`src/rtl/fgen_pr_frac_pkg.sv`:
```
// Shared widths and state encoding for the programmable reference generator.
// Width defaults match the reciprocal meter's Q/F outputs so its result loops back directly.
package fgen_pr_frac_pkg;

  localparam int M_DEF = 16;  // meter integer-period width
  localparam int S_DEF = 8;   // meter fractional-period width

  typedef enum logic [1:0] {
    ST_IDLE = 2'd0,
    ST_HIGH = 2'd1,
    ST_LOW  = 2'd2
  } state_e;

endpackage

```
`src/rtl/fgen_pr_frac_per_len_acc.sv`:
```
// Fractional period accumulator: yields period length L = Q + carry(acc + F) and
// high phase H = L/2. The clr input makes the current evaluation see acc = 0.
module per_len_acc
  import fgen_pr_frac_pkg::*;
#(
  parameter int M_W = M_DEF,
  parameter int S_W = S_DEF
) (
  input  logic           clk,
  input  logic           rst_n,
  input  logic [M_W-1:0] q,
  input  logic [S_W-1:0] f,
  input  logic           step,
  input  logic           clr,
  output logic [M_W:0]   l,
  output logic [M_W:0]   h
);

  logic [S_W-1:0] acc;
  logic [S_W-1:0] acc_base;
  logic [S_W:0]   sum;

  always_comb begin
    acc_base = clr ? '0 : acc;
    sum      = {1'b0, acc_base} + {1'b0, f};
    l        = {1'b0, q} + {{M_W{1'b0}}, sum[S_W]};
    h        = l >> 1;
  end

  // A start with step consumes the first period from a cleared accumulator.
  always_ff @(posedge clk or negedge rst_n) begin
    if (!rst_n)    acc <= '0;
    else if (step) acc <= sum[S_W-1:0];
    else if (clr)  acc <= '0;
  end

endmodule

```
`src/rtl/fgen_pr_frac.sv`:
```
// Square-wave generator whose average period is Q + F/2^S_W ce ticks,
// with run-length control (N), graceful stop, restart and error flag.
module fgen_pr_frac
  import fgen_pr_frac_pkg::*;
#(
  parameter int M_W = M_DEF,
  parameter int S_W = S_DEF,
  parameter int N_W = 16
) (
  input  logic           clk,
  input  logic           rst_n,
  input  logic           ce,
  input  logic           st,
  input  logic           stop,
  input  logic [M_W-1:0] Q,
  input  logic [S_W-1:0] F,
  input  logic [N_W-1:0] N,
  output logic           Ux,
  output logic           busy,
  output logic           done,
  output logic           err,
  output logic [N_W-1:0] cnt
);

  state_e         state_q, state_d;
  logic [M_W-1:0] qr;
  logic [S_W-1:0] fr;
  logic [N_W-1:0] nr;
  logic [M_W:0]   ph;
  logic [M_W:0]   l_r;
  logic           stop_pend;

  logic [M_W:0]   l, h;
  logic [N_W-1:0] cnt_inc;
  logic           q_ok, ph_last, last;
  logic           start, bad_st, to_low, per_end, finish, next_per;

  assign q_ok    = Q >= M_W'(2);
  assign ph_last = ce && (ph == (M_W+1)'(1));
  assign cnt_inc = cnt + N_W'(1);
  assign last    = ((nr != '0) && (cnt_inc == nr)) || stop_pend;

  // On a start the accumulator must see the new inputs, not the stale copies.
  per_len_acc #(.M_W(M_W), .S_W(S_W)) u_acc (
    .clk  (clk),
    .rst_n(rst_n),
    .q    (start ? Q : qr),
    .f    (start ? F : fr),
    .step (start || next_per),
    .clr  (start),
    .l    (l),
    .h    (h)
  );

  always_ff @(posedge clk or negedge rst_n) begin
    if (!rst_n) state_q <= ST_IDLE;
    else        state_q <= state_d;
  end

  // NOTE: every combinational output gets a default first so no latch is inferred.
  always_comb begin
    state_d = state_q;
    start   = 1'b0;
    bad_st  = 1'b0;
    to_low  = 1'b0;
    per_end = 1'b0;
    if (st) begin
      if (q_ok) begin
        start   = 1'b1;
        state_d = ST_HIGH;
      end else begin
        bad_st  = 1'b1;
        state_d = ST_IDLE;
      end
    end else begin
      case (state_q)
        ST_HIGH: if (ph_last) begin
          to_low  = 1'b1;
          state_d = ST_LOW;
        end
        ST_LOW: if (ph_last) begin
          per_end = 1'b1;
          state_d = last ? ST_IDLE : ST_HIGH;
        end
        default: ;
      endcase
    end
  end

  always_comb begin
    busy     = (state_q != ST_IDLE);
    finish   = per_end && last;
    next_per = per_end && !last;
  end

  // NOTE: sequential state uses non-blocking assignments so all registers update together.
  always_ff @(posedge clk or negedge rst_n) begin
    if (!rst_n) begin
      Ux        <= 1'b0;
      done      <= 1'b0;
      err       <= 1'b0;
      cnt       <= '0;
      qr        <= '0;
      fr        <= '0;
      nr        <= '0;
      ph        <= '0;
      l_r       <= '0;
      stop_pend <= 1'b0;
    end else begin
      done <= finish;

      if (start) begin
        qr  <= Q;
        fr  <= F;
        nr  <= N;
        err <= 1'b0;
      end else if (bad_st) begin
        err <= 1'b1;
      end

      if (start)        cnt <= '0;
      else if (per_end) cnt <= cnt_inc;

      if (start || next_per) begin
        l_r <= l;
        ph  <= h;
        Ux  <= 1'b1;
      end else if (to_low) begin
        ph  <= l_r - (l_r >> 1);
        Ux  <= 1'b0;
      end else begin
        if (finish || bad_st) Ux <= 1'b0;
        if (busy && ce)       ph <= ph - (M_W+1)'(1);
      end

      if (st || finish)      stop_pend <= 1'b0;
      else if (stop && busy) stop_pend <= 1'b1;
    end
  end

endmodule

```
`config.mk`:
```
export PLATFORM = sky130hd
export DESIGN_NAME = fgen_pr_frac
export DESIGN_NICKNAME = d
export VERILOG_FILES = /design/src/rtl/fgen_pr_frac_pkg.sv /design/src/rtl/fgen_pr_frac_per_len_acc.sv /design/src/rtl/fgen_pr_frac.sv
export SDC_FILE = /design/constraint.sdc
export NUM_CORES = 1
export LEC_CHECK = 0
export CORE_MARGIN = 2
export CORE_UTILIZATION = 30
export CTS_BUF_LIST = sky130_fd_sc_hd__clkbuf_4
export DETAILED_ROUTE_END_ITERATION = 7
export MAX_ROUTING_LAYER = met4
export PLACE_DENSITY_LB_ADDON = 0.08
export SETUP_SLACK_MARGIN = 0.1
export SYNTH_ARGS = -nofsm -noshare
export SYNTH_HDL_FRONTEND = slang
export SYNTH_SLANG_ARGS = --single-unit
```
`constraint.sdc`:
```
create_clock -name clk -period 5.65 [get_ports clk]
set_input_delay 1.13 -clock clk [delete_from_list [all_inputs] [get_ports clk]]
set_output_delay 1.13 -clock clk [all_outputs]
set_load 0.01 [all_outputs]
```
Word-level counts from Yosys, hierarchy flattened
Index checks and enable logic that the tools add are counted.
Widths: inputs -> output; s select.
{"block": "op_classes", "n_reduce_logical": 20, "muxes": 31, "order_cmp": 1, "eq_ne": 6, "n_addsub": 5}
{"op": "$mux 17", "count": 3}
{"op": "$mux 16", "count": 3}
{"op": "$mux 8", "count": 3}
{"op": "$mux 1", "count": 18}
{"op": "$add 16x1->17", "count": 1}
{"op": "$eq 17x1->1 const B", "count": 1}
{"op": "$sub 17x1->17 const B", "count": 1}
{"op": "$sub 17x16->17", "count": 1}
{"op": "$add 16x1->16 const B", "count": 1}
{"op": "$eq 16x16->1", "count": 1}
{"op": "$ge 16x2->1 const B", "count": 1}
{"op": "$reduce_bool 16->1", "count": 1}
{"op": "$add 8x8->9", "count": 1}
{"op": "$reduce_bool 3->1", "count": 3}
{"op": "$reduce_bool 2->1", "count": 4}
{"op": "$logic_and 1x1->1", "count": 6}
{"op": "$mux 2", "count": 3}
{"op": "$ne 3x3->1 const B", "count": 2}
{"op": "$logic_or 1x1->1", "count": 4}
{"op": "$pmux 2 s2", "count": 1}
{"op": "$reduce_and 3->1", "count": 1}
{"op": "$eq 2x1->1 const B", "count": 1}
{"op": "$eq 2x2->1 const B", "count": 1}
{"op": "$logic_not 1->1", "count": 1}
{"block": "totals", "output_inout_bits": 20, "ff_bits": 104, "word_cells": 75}

Longest topological paths before layout
{"block": "depth", "depth_word": 10, "mapped_depth": 27, "ltp_nobuf": 22}

Cells and area by module
A second synthesis with hierarchy kept.
{"block": "unflattened", "hier_cells": 701, "hier_area_um2": 6936.7}
{"module": "fgen_pr_frac", "area_per_inst_um2": 5765.5, "instances": 1, "seq_area_each_um2": 2402.3, "cells_per_inst": 567}
{"module": "per_len_acc", "area_per_inst_um2": 1171.1, "instances": 1, "seq_area_each_um2": 200.2, "cells_per_inst": 134}

Least setup slack after synthesis
OpenSTA, ideal clock, no wires.
{"block": "synth_path", "path_kind": "input port to flip-flop", "startpoint": "input Q[15]", "endpoint": "register l_r[13]", "required_ns": 5.523, "arrival_ns": 5.495, "cell_stages": 26, "slack_ns": 0.028, "cell_sequence": "nor4_1 a41o_1 buf_2 buf_2 clkbuf_1 clkbuf_1 nand2_1 nand2_1 ha_1 inv_1 fa_1 nor2b_1 o21ai_0 a21boi_0 o21ai_0 nand2b_1 a21o_1 a21o_1 ha_1 nand2_1 nor2_1 mux2_2 nand3_1 o21bai_1 xnor2_1 mux2_1"}
{"block": "synth_between", "elab_chain_len": 6, "word_cells_on_any_way": 9, "classes_between": "2 x add/sub; 1 x order compare; 5 x mux; 1 x reduce/logical"}
{"item": "from (decl)", "line_no": "fgen_pr_frac.sv:15", "rtl": "input logic [M_W-1:0] Q,"}
{"item": "$ge 16x2->1", "line_no": "fgen_pr_frac.sv:38", "rtl": "assign q_ok = Q >= M_W'(2);"}
{"item": "$mux 1", "line_no": "fgen_pr_frac.sv:68", "rtl": "if (q_ok) begin"}
{"item": "$mux 1", "line_no": "fgen_pr_frac.sv:67", "rtl": "if (st) begin"}
{"item": "$mux 8"}
{"item": "via u_acc.f[0]", "line_no": "fgen_pr_frac_per_len_acc.sv:12", "rtl": "input logic [S_W-1:0] f,"}
{"item": "$add 8x8->9", "line_no": "fgen_pr_frac_per_len_acc.sv:25", "rtl": "sum = {1'b0, acc_base} + {1'b0, f};"}
{"item": "$add 16x1->17", "line_no": "fgen_pr_frac_per_len_acc.sv:26", "rtl": "l = {1'b0, q} + {{M_W{1'b0}}, sum[S_W]};"}
{"item": "to (signal assigned)", "line_no": "fgen_pr_frac.sv:125", "rtl": "l_r <= l;"}
{"item": "to (decl)", "line_no": "fgen_pr_frac.sv:30", "rtl": "logic [M_W:0] l_r;"}
The timed path passes the listed nets, and every way through them passes these cells.
A chain may end at the register's enable or synchronous reset.

Worst setup path after layout
{"block": "layout_path", "startpoint": "input Q[3]", "endpoint": "register l_r[13]"}
Same word-level chain as after synthesis.

==> results.json <==
{
  "status": "complete, no violations",
  "cts_tree": "yes",
  "r2r_end": "ph[12]",
  "clockBufferDepth": 2,
  "p_per_area_nw_per_um2": 227.8,
  "yosysWarningCount": 0,
  "cts.htree.levels": 3,
  "tightest_slew_ns": 0.8961,
  "synth_most_common_cell": "nand2_1",
  "dieWidth_microns": 156.5,
  "finalHoldViolCount": 0,
  "rsz0062_at_grt": "no",
  "synth_edf_count": 0,
  "synth_cells": 803,
  "die_y_microns": 156.5,
  "hpwlAfterDp_microns": 15360,
  "place_area_sq_um": 8100,
  "vdd_drop_max_mv": 0.1105,
  "place.gp.congestion": 0.8826,
  "die_area_sq_um": 24480,
  "drive_gt1_share_pct": 10.08,
  "setup_viol": 0,
  "hold_buffers": 0,
  "yosys-top-cells-area": "dfrtp_1, nand2_1, ha_1",
  "avgSynthCellArea_sq_um": 8.684,
  "fmax_mhz": 198.2,
  "grt.overflow.total": 0,
  "seqCellArea_sq_um": 2603,
  "cp_max_fo": 7,
  "min_path_type": "register to register",
  "crit_arrival_ns": 5.43,
  "crit_path_start": "Q[3]",
  "grt_use_total_pct": 17.65,
  "wire_per_inst_microns": 17.36,
  "rows": 55,
  "ctsRootBufferMaster": "clkbuf_4",
  "path_class": "primary input to register",
  "startpoint_type": "primary input",
  "drt-initial-drc-count": 384,
  "tns_ns": 0,
  "clock_sinks": 104,
  "reg2reg_depth": 8,
  "ys_seq_elements": 104,
  "fin_nets": 955,
  "grt_pass1_wl_microns": 32760,
  "drtAntennaViolNets": 0,
  "clk_pin_slew_ns": 0.16,
  "clk-insertion-delay-late_ns": 0.49,
  "synth-async-reset-ratio_pct": 100.0,
  "min-delay-start": "fr[0]",
  "postCtsSetupBuffers": 0,
  "crit-reg2reg-launch": "cnt[0]",
  "synth_top_flop_cell": "dfrtp_1",
  "grt_antenna_before_repair": 1,
  "io_buffers": 64,
  "multiInputGateArea_sq_um": 4060,
  "period_share_pct": 89.31,
  "synth.cell_area_sq_um": 6973,
  "io_pins": 65,
  "drtPass1Iterations": 5,
  "grt_pass1_vias": 6026,
  "core_sq_um": 22710,
  "yosys.cell_types.count": 73,
  "num_vias": 6148,
  "slew_viol_final": 0,
  "synth_top_area_cell": "dfrtp_1",
  "critPathRequiredTime_ns": 6.03,
  "nFillCells": 2352,
  "end_kind": "register",
  "min_to": "fr[0]",
  "period_minus_slack_ns": 5.046,
  "numCtsBuffers": 9,
  "fin_skew_ns": 0.02266,
  "p_leak_nw": 3.568,
  "routed_via_density": 5.259,
  "grt_max_degree": 65,
  "reg2reg_slack_ns": 1.91,
  "worst_slew_margin_rel_pct": 40.26,
  "ys_seq_area_share_pct": 37.32,
  "synth_nets": 880,
  "ctsResizeCount": 0,
  "synthDominantCellAreaShare_pct": 37.32,
  "start_util_pct": 30.71,
  "drcViolationCount": 0,
  "area_growth_pct": 17.94,
  "hold_path_depth": 2,
  "yosys-top-cells-count": "nand2_1, dfrtp_1, o21ai_0",
  "drv_cap": 0,
  "wl_microns": 20300,
  "fin_area_sq_um": 8224
}
-- critical path, cell delays in order --
cell and delay, ns:
clkdlybuf4s50_1 0.52, nor4_2 0.30, buf_4 0.17, a41o_2 0.26, buf_4 0.17, nand2_1 0.05
nand2_1 0.08, inv_1 0.06, fa_1 0.42, nor2b_1 0.12, o21ai_0 0.10, a21boi_0 0.23
o21ai_0 0.10, nand2b_1 0.10, a21o_1 0.12, a21o_1 0.14, ha_1 0.20, nand2_1 0.07
nor2_1 0.08, mux2_2 0.19, nand3_1 0.17, o21bai_1 0.22, xnor2_1 0.14, mux2_1 0.29
-- stage by stage --
step                      total power [mW]  hold WS [ns]  cells  utilization [%]  worst slack (ns)
final                                1.874        0.5000   1169            36.21            0.6037
after global routing                 2.015        0.5420   1169            36.21            0.2444
after CTS                            1.900        0.5017   1168            36.20            0.6005
after detailed placement             1.507        0.4653   1152            35.67           0.07515
after global placement               1.499        0.4618   1152            35.67            0.1200
after floorplan                      1.299        0.4442    803                -            0.1395
-- cells in the final DEF, fill, tap and decap left out, drive strengths merged, types with 7 or more instances in the layout --
cell	count
mux2i	25
o31ai	8
xnor2	41
dfrtp	104
nand4	14
or3	7
nor3	25
and2	15
nor2	48
ha	30
nor4	23
inv	45
mux2	17
clkdlybuf4s50	63
a31oi	9
nand3	22
xor2	9
nand2	132
o21ai	64
o21a	7
a21oi	31
clkbuf	9
nand2b	8
a21o	7
buf	39
-- worst max path at each step --
stage,endpoint,slack (ns)
after global placement,l_r[13],0.12
after global routing,l_r[13],0.24
after floorplan,l_r[13],0.14
final,l_r[13],0.60
after detailed placement,l_r[13],0.08
after CTS,l_r[13],0.60
-- area by class of cell --
class,count,share of cell area [%]
inverters,42,1.917
multi-input cells,619,49.37
diodes,1,0.03043
clock inverters,7,0.6542
repair buffers,102,11.23
clock buffers,9,0.8215
well taps,285,4.336
flip-flops and latches,104,31.64
-- registers in the layout, summed over array words and instances (netlist names) --
name,count
stop_pend,1
qr,16
ph,17
l_r,17
u_acc.acc,8
Ux,1
state_q,2
done,1
err,1
cnt,16
nr,16
fr,8
-- logic make-up after synthesis --
logic type               count (synthesis)  synth area share (%)
AND/OR/NAND/NOR                        321                 23.11
AO/OA/AOI/OAI                          174                 15.93
flip-flops                             104                 37.32
buffers and inverters                   80                 5.006
XOR/XNOR                                50                 6.280
multiplexers                            42                 6.388
adder cells (fa/ha/maj)                 32                 5.957
-- power breakdown --
part | internal, mW | switching, mW | leakage (nW)
combinational | 0.274 | 0.332 | 2.20
clock | 0.0952 | 0.285 | 0.0646
sequential | 0.821 | 0.0658 | 1.30
-- layer usage --
metal	track usage (%)	share of wire (%)	vias up
met2	27.54	46	132
met5	-	0	-
met4	3.014	0.93	0
met3	2.714	4.1	9
met1	24.61	49	3013
li1	-	-	2994
Power figures use the tool's default switching activity.
